$ cat config.mk
export PLATFORM = sky130hd
export DESIGN_NAME = fetch_unit
export DESIGN_NICKNAME = d
export VERILOG_FILES = /design/src/rtl/fetch_pkg.sv /design/src/rtl/fetch_fifo.sv /design/src/rtl/fetch_unit.sv
export SDC_FILE = /design/constraint.sdc
export NUM_CORES = 1
export LEC_CHECK = 0
export CAP_MARGIN = 20
export CORE_MARGIN = 2
export CORE_UTILIZATION = 40
export DETAILED_ROUTE_END_ITERATION = 8
export GPL_ROUTABILITY_DRIVEN = 1
export PLACE_DENSITY = 0.62
export SYNTH_ARGS = -nofsm -noshare
export SYNTH_HDL_FRONTEND = slang
export SYNTH_HIERARCHICAL = 1
export SYNTH_SLANG_ARGS = --single-unit
export TNS_END_PERCENT = 30
$ cat constraint.sdc
create_clock -name clk -period 5.7 [get_ports clk]
set_input_delay 1.425 -clock clk [delete_from_list [all_inputs] [get_ports clk]]
set_output_delay 1.425 -clock clk [all_outputs]
set_load 0.02 [all_outputs]
$ cat src/rtl/fetch_pkg.sv
// Shared types and constants for the instruction fetch unit and its buffer.
package fetch_pkg;

    localparam logic [15:0] RESET_PC_DEFAULT = 16'h0000;
    localparam int          DEPTH_DEFAULT    = 2;
    localparam logic [15:0] NOP_INSTR        = 16'h0000;

    // Outstanding/drop counters are wide enough for repeated redirects that
    // leave several generations of dropped requests in flight.
    localparam int CNT_W = 8;
    // Buffer pointer and occupancy widths cover the legal DEPTH range 2..4.
    localparam int PTR_W = 2;
    localparam int OCC_W = 3;

    typedef struct packed {
        logic [15:0] addr;
        logic [15:0] instr;
    } fetch_entry_t;

endpackage

$ cat src/rtl/fetch_fifo.sv
// DEPTH-entry {addr, instr} prefetch buffer with flush. Pop and push may
// happen in the same cycle, including when the buffer is full.
module fetch_fifo
    import fetch_pkg::*;
#(
    parameter int DEPTH = DEPTH_DEFAULT
) (
    input  logic             clk,
    input  logic             rst_n,
    input  logic             push,
    input  fetch_entry_t     push_data,
    input  logic             pop,
    input  logic             flush,
    output fetch_entry_t     head,
    output logic             full,
    output logic             empty,
    output logic [OCC_W-1:0] count
);

    localparam logic [PTR_W-1:0] LAST_PTR = PTR_W'(DEPTH - 1);
    localparam logic [OCC_W-1:0] DEPTH_C  = OCC_W'(DEPTH);

    fetch_entry_t     mem [2**PTR_W];
    logic [PTR_W-1:0] wr_ptr;
    logic [PTR_W-1:0] rd_ptr;
    logic             do_push;
    logic             do_pop;

    // Pointers wrap at DEPTH, which need not be a power of two.
    function automatic logic [PTR_W-1:0] ptr_inc(input logic [PTR_W-1:0] p);
        return (p == LAST_PTR) ? '0 : p + PTR_W'(1);
    endfunction

    assign full    = (count == DEPTH_C);
    assign empty   = (count == '0);
    assign do_pop  = pop && !empty;
    assign do_push = push && (!full || do_pop);
    assign head    = mem[rd_ptr];

    // Pointer and occupancy tracking; flush empties the buffer outright.
    always_ff @(posedge clk or negedge rst_n) begin
        if (!rst_n) begin
            wr_ptr <= '0;
            rd_ptr <= '0;
            count  <= '0;
        end else if (flush) begin
            wr_ptr <= '0;
            rd_ptr <= '0;
            count  <= '0;
        end else begin
            if (do_push) wr_ptr <= ptr_inc(wr_ptr);
            if (do_pop)  rd_ptr <= ptr_inc(rd_ptr);
            case ({do_push, do_pop})
                2'b10:   count <= count + OCC_W'(1);
                2'b01:   count <= count - OCC_W'(1);
                default: count <= count;
            endcase
        end
    end

    // Entry storage; contents are only meaningful while counted as occupied.
    always_ff @(posedge clk) begin
        if (do_push && !flush) mem[wr_ptr] <= push_data;
    end

endmodule

$ cat src/rtl/fetch_unit.sv
// Instruction fetch unit: issues sequential word fetches, buffers returned
// instructions with their addresses, and handles redirects by flushing and
// discarding responses to requests made before the redirect.
//
// Handshake: a request transfers on a cycle where imem_req_valid and
// imem_req_ready are both 1; while valid is held without ready the address
// does not change unless br_taken redirects. Responses come back in request
// order, one per imem_resp_valid cycle. An instruction transfers downstream
// on a cycle where instr_valid is 1 and stall is 0.
module fetch_unit
    import fetch_pkg::*;
#(
    parameter logic [15:0] RESET_PC = RESET_PC_DEFAULT,
    parameter int          DEPTH    = DEPTH_DEFAULT
) (
    input  logic        clk,
    input  logic        rst_n,
    output logic        imem_req_valid,
    output logic [15:0] imem_req_addr,
    input  logic        imem_req_ready,
    input  logic        imem_resp_valid,
    input  logic [15:0] imem_resp_data,
    input  logic        br_taken,
    input  logic [15:0] br_target,
    input  logic        stall,
    output logic [15:0] instr,
    output logic [15:0] pc,
    output logic        instr_valid
);

    localparam logic [CNT_W:0] DEPTH_C = (CNT_W + 1)'(DEPTH);

    logic [15:0]      fetch_pc;
    logic [15:0]      resp_pc;     // address of the next non-dropped response
    logic [CNT_W-1:0] live_cnt;    // outstanding requests whose data is wanted
    logic [CNT_W-1:0] drop_cnt;    // outstanding requests to be discarded
    logic [CNT_W-1:0] live_nxt;
    logic [CNT_W-1:0] drop_nxt;
    logic [CNT_W:0]   occ_total;
    logic [OCC_W-1:0] fifo_count;
    logic             fifo_full;
    logic             fifo_empty;
    logic             req_fire;
    logic             resp_live;
    logic             buf_push;
    logic             buf_pop;
    fetch_entry_t     head;

    // Request gating, buffer push/pop and next counter values. Dropped
    // requests are always older than live ones, so a response retires a
    // dropped request first.
    always_comb begin
        occ_total      = (CNT_W + 1)'(fifo_count) + {1'b0, live_cnt};
        imem_req_valid = rst_n && !br_taken && (occ_total < DEPTH_C);
        req_fire       = imem_req_valid && imem_req_ready;
        resp_live      = imem_resp_valid && (drop_cnt == '0) && (live_cnt != '0);
        buf_pop        = !fifo_empty && !stall && !br_taken;
        buf_push       = resp_live && !br_taken && (!fifo_full || buf_pop);
        live_nxt       = live_cnt;
        drop_nxt       = drop_cnt;
        if (br_taken) begin
            live_nxt = '0;
            drop_nxt = drop_cnt + live_cnt + CNT_W'(req_fire);
            if (imem_resp_valid && (drop_nxt != '0)) drop_nxt = drop_nxt - CNT_W'(1);
        end else begin
            if (imem_resp_valid) begin
                if (drop_cnt != '0)      drop_nxt = drop_cnt - CNT_W'(1);
                else if (live_cnt != '0) live_nxt = live_cnt - CNT_W'(1);
            end
            if (req_fire) live_nxt = live_nxt + CNT_W'(1);
        end
    end

    // Fetch/response address tracking and outstanding request bookkeeping.
    always_ff @(posedge clk or negedge rst_n) begin
        if (!rst_n) begin
            fetch_pc <= RESET_PC;
            resp_pc  <= RESET_PC;
            live_cnt <= '0;
            drop_cnt <= '0;
        end else begin
            live_cnt <= live_nxt;
            drop_cnt <= drop_nxt;
            if (br_taken) begin
                fetch_pc <= br_target;
                resp_pc  <= br_target;
            end else begin
                if (req_fire) fetch_pc <= fetch_pc + 16'd1;
                if (buf_push) resp_pc  <= resp_pc + 16'd1;
            end
        end
    end

    fetch_fifo #(
        .DEPTH(DEPTH)
    ) u_fifo (
        .clk      (clk),
        .rst_n    (rst_n),
        .push     (buf_push),
        .push_data('{addr: resp_pc, instr: imem_resp_data}),
        .pop      (buf_pop),
        .flush    (br_taken),
        .head     (head),
        .full     (fifo_full),
        .empty    (fifo_empty),
        .count    (fifo_count)
    );

    assign imem_req_addr = fetch_pc;
    assign instr_valid   = !fifo_empty;
    assign instr         = fifo_empty ? NOP_INSTR : head.instr;
    assign pc            = fifo_empty ? 16'h0000 : head.addr;

endmodule

After elaboration in Yosys (flattened, before gate mapping) --
Memory sizes are Yosys's and may differ from the RTL's. Cells that the tools add are included. Widths: inputs -> output; s select.
Cells by class: add/subtract/negate cells 13, $lt $le $gt $ge 1, equal/unequal tests 5, mux-type cells 26, reduce and logical (&&, ||, !) cells 32
Operators by type and width (number):
- $mux 16 | 6
- $mux 8 | 10
- $add 16x1->16 const B | 2
- $reduce_bool 8->1 | 3
- $sub 8x1->8 const B | 3
- $logic_and 1x1->1 | 13
- $mux 2 | 6
- $reduce_bool 2->1 | 6
- $add 3x8->9 | 1
- $lt 9x2->1 const B | 1
- $add 8x1->8 | 1
- $add 8x1->8 const B | 1
- $add 8x8->8 | 1
- $logic_not 8->1 | 1
- $eq 2x1->1 const B | 3
- $pmux 3 s2 | 1
- $add 2x1->2 const B | 2
- $logic_not 1->1 | 4
- $add 3x1->3 const B | 1
- $eq 3x2->1 const B | 1
- $logic_not 3->1 | 1
- $mux 3 | 1
- $reduce_bool 3->1 | 1
- $sub 3x1->3 const B | 1
- other kinds (4) | 6
Word-level totals: flip-flop bits (word level) 55, RAM bits 128, input bits 38, output and inout port bits 50, memories kept 1
Memory list:
- u_fifo.mem | words 4, bits a word 32, rd ports 1, clocked after memory_dff 0, wr ports 1, line fetch_fifo.sv:23 | fetch_entry_t mem [2**PTR_W];

Depth between registers and ports, before layout --
depth in word-level cells 10, depth in mapped cells 14, gate-level depth less buffers 13

Modules after synthesis --
Netlist, hierarchy kept.
By module, submodules not included:
- fetch_fifo | times used 1, cells each 216, area an instance 5089.9 µm²
- fetch_unit | times used 1, cells each 435, area an instance 3708.6 µm²

Worst setup path after synthesis --
No wires, ideal clock.
kind input to register, from input port imem_resp_valid, to memory u_fifo/mem[2][0] in the netlist's numbering, enable pin, library setup time 468 ps, arrival 5412 ps, required time 5232 ps, setup slack -180 ps, stages 8, buffers on the path 1, cells stage by stage buf_2 and4bb_2 nand2_1 or3_1 nor2_1 o41ai_1 nand2b_1 nor3b_1
On the way: longest elaborated chain between the ends 8
Ends and longest elaborated chain:
- from (decl) | line fetch_unit.sv:21 | input logic imem_resp_valid,
- $logic_and 1x1->1 (2 in a row) | line fetch_unit.sv:56 | resp_live = imem_resp_valid && (drop_cnt == '0) && (live_cnt != '0);
- $logic_and 1x1->1 (2 in a row) | line fetch_unit.sv:58 | buf_push = resp_live && !br_taken && (!fifo_full || buf_pop);
- named net buf_push | line fetch_unit.sv:45 | logic buf_push;
- $logic_and 1x1->1 | line fetch_fifo.sv:37 | assign do_push = push && (!full || do_pop);
- $logic_and 1x1->1 | line fetch_fifo.sv:63 | if (do_push && !flush) mem[wr_ptr] <= push_data;
- $mux 1 | line fetch_fifo.sv:63
- $mux 1 (not written as such) | line fetch_fifo.sv:63
- to (decl) | line fetch_fifo.sv:23
The timed path passes the listed nets, and every way through them passes these cells.

Worst setup path after layout --
from input port br_taken, to output port imem_req_valid
On the way: longest elaborated chain between the ends 3
Ends and longest elaborated chain:
- from (decl) | line fetch_unit.sv:23 | input logic br_taken,
- $logic_not 1->1 | line fetch_unit.sv:54 | imem_req_valid = rst_n && !br_taken && (occ_total < DEPTH_C);
- $logic_and 1x1->1 (2 in a row) | line fetch_unit.sv:54
- to (decl) | line fetch_unit.sv:18 | output logic imem_req_valid,
Every way passes these cells.

==> metrics <==
Core Area=21700 um^2; row cnt=54; top sig layer=met4; CTS tree=done; commonest non-fill, non-tap cell in the layout=edfxtp_1; postcts setup bufs=0; Diodes inserted=0; Crit Path Class=input pin to output pin; WL met2=9.90 mm; status=finished, final reports clean; CP max stage delay=0.63 ns; WP data required=4.28 ns; Max-slew headroom=48.9%; wirelength, routed=19.3 mm; Layout area overhead=21.1%; DRT iter0 DRCs=407; first-pass GRT wire length=31.8 mm; Residual DRC=0; register bit count reported by yosys=183; Synth Flop Type=edfxtp_1; Syn. warnings=6; most frequent cells in the layout=128 x edfxtp_1, 86 x clkdlybuf4s50_1, 54 x dfrtp_1; slowest stage cell, crit path=clkdlybuf4s50_1; WL/cell=18.6 um; synth unique cells=76; Setup crit end kind=output pin; vias per std cell=5.55; clock skew=0.00880 ns; Max Fclk=202 MHz; Placement Setup Slack=0.460 ns; Synth Instances=651; io pins=88; crit-path cells=clkdlybuf4s50_1 > or4b_1 > or3_1 > nor2_1 > clkdlybuf4s50_1; Post-DRT Antenna Nets=0; reg2reg setup slack=1.11 ns; power density over the cells=372 nW/um^2; largest net degree at the start of global routing=55; ys async rst share=30.1%; Hold Buf Count CTS=0; Congestion Overflow GR=0; Final #Nets=804; Synth top area share=43.7%; Critical Path AT=3.52 ns; worst-case clock buffer depth=2; dominant cell type by area after synthesis=edfxtp_1; GPL Wtd Cong=0.835; Post-DP HPWL=13.1 mm; Tmin final=4.94 ns; number of vias in the routed layout=5765; Setup-failing EPs final=0; vias in the first global route=5975; Syn Std Cell Area=8800 um^2; CTS sink cnt=183; root buffer cell=clkbuf_16; Critical Path Fanout Max=2; RSZ-0062 raised after global routing=no; Die W=152 um; crit share post-route=86.7%; Syn Area/Cell=13.5 um^2; part of the Yosys area used for sequential elements=59.3%; syn_nets=709; Worst-Skew Late Latency=0.42 ns; DRT Pass-1 Iters=5; count of input and output buffers=87; Least-Margin Pin Slew=0.760 ns; Slew Viols, Final=0; post-cts repair resize count=0; Max H-tree Level=4; cell family with most CP delay=simple AND/OR/NAND/NOR gates; Max IR drop VDD=0.228 mV; synth top area cells=edfxtp_1 44%, dfrtp_1 16%, mux4_2 8.2%; Most common cell on crit path=clkdlybuf4s50_1; Initial Util=40.6%; final setup margin=0.757 ns; CTS clk-pin slew, worst paths=0.06 ns; fill count=1872; die height=152 um; EDFF count, synth=128; initial antenna violation count=0; WL met1=8.10 mm; Final Hold Viols=0; Total GRT Usage=17.4%; Worst Setup Start Kind=input pin; Hold WC Path Type=flip-flop to flip-flop; LEAKAGE=0.00374 uW; WHS=0.576 ns; max_cap viols=0; WL met3=945 um; ratio of cells with drive above 1 in the final layout=13.7%; Die ar.=23200 um^2; crit path buf inv count=2; CTS Buf Count=17
synthesized netlist by cell type, drive strengths merged (9+ instances only):
cell type,n
inv,22
and2,13
nand2,38
nand4,9
xor2,19
mux4,32
nor2,38
edfxtp,128
ha,16
nand3,21
o21ai,32
nor2b,34
clkbuf,15
dfrtp,55
xnor2,16
nor3,12
nor4,9
a21oi,16
layer usage:
layer / vias up / track usage [%]
li1: 2676 / -
met1: 2897 / 21.8
met2: 163 / 30.1
met3: 29 / 3.27
met4: 0 / 6.36
met5: - / 0
stage by stage:
stage	cell area (um^2)	total power, uW	TNS [ns]	util [%]	instances
floorplan	8800	2320	-11.02	-	651
global placement	10000	2730	0	46.1	1006
detailed placement	10000	2760	0	46.1	1006
CTS	10600	4000	0	49.0	1038
global route	10700	4170	0	49.1	1039
finish	10700	3970	0	49.1	1039
cells by family (layout without fill, tap and decap cells):
logic type               after synthesis  count (layout)  share of synthesized area (%)
AND/OR/NAND/NOR                      225             225                           14.6
multiplexers                          42              42                           9.43
buffers and inverters                 46             154                           2.20
AO/OA/AOI/OAI                        100             100                           7.75
adder cells (fa/ha/maj)               20              20                           3.19
XOR/XNOR                              35              35                           3.48
flip-flops                           183             183                           59.3
power breakdown:
part	leakage, uW	switching (uW)	internal, uW
clock	0.000304	497	742
sequential	0.00182	136	1490
combinational	0.00162	593	504
total	0.00374	1230	2740
final timing paths:
path / startpoint / to / depth (start not counted)
max in group asynchronous: rst_n / u_fifo/rd_ptr[0] / 2
hold / removal: imem_req_addr[15] / imem_req_addr[15] / 1
setup / recovery: br_taken / imem_req_valid / 5
min in group asynchronous: rst_n / live_cnt[7] / 1
hold reg to reg: imem_req_addr[15] / imem_req_addr[15] / 1
setup reg to reg: u_fifo/count[0] / drop_cnt[1] / 13
cell type report:
type,count,area [um^2],share of cell area [%]
multi-input cells,422,3400,31.9
well taps,280,350,3.29
clock buffers,19,433,4.06
clock inverters,13,191,1.80
flip-flops and latches,183,5220,49.0
repair buffers,99,976,9.16
inverters,23,86.3,0.810
worst register-to-register path: stages, from the launching register on:
cell	delay (ns)
dfrtp_1	0.57
and2_1	0.20
fa_1	0.40
or4b_1	0.53
or3_1	0.36
nor3b_2	0.27
fa_1	0.29
fa_1	0.23
a211oi_1	0.11
nor2_1	0.23
o211ai_1	0.23
a2111o_1	0.52
or2_2	0.30
a221oi_1	0.25
sequential cells by signal, indices dropped and copies added (netlist names):
signal         flops
drop_cnt           8
imem_req_addr     16
live_cnt           8
resp_pc           16
u_fifo/count       3
u_fifo/mem       128
u_fifo/rd_ptr      2
u_fifo/wr_ptr      2
No activity file was read; power rests on OpenSTA's default activity.
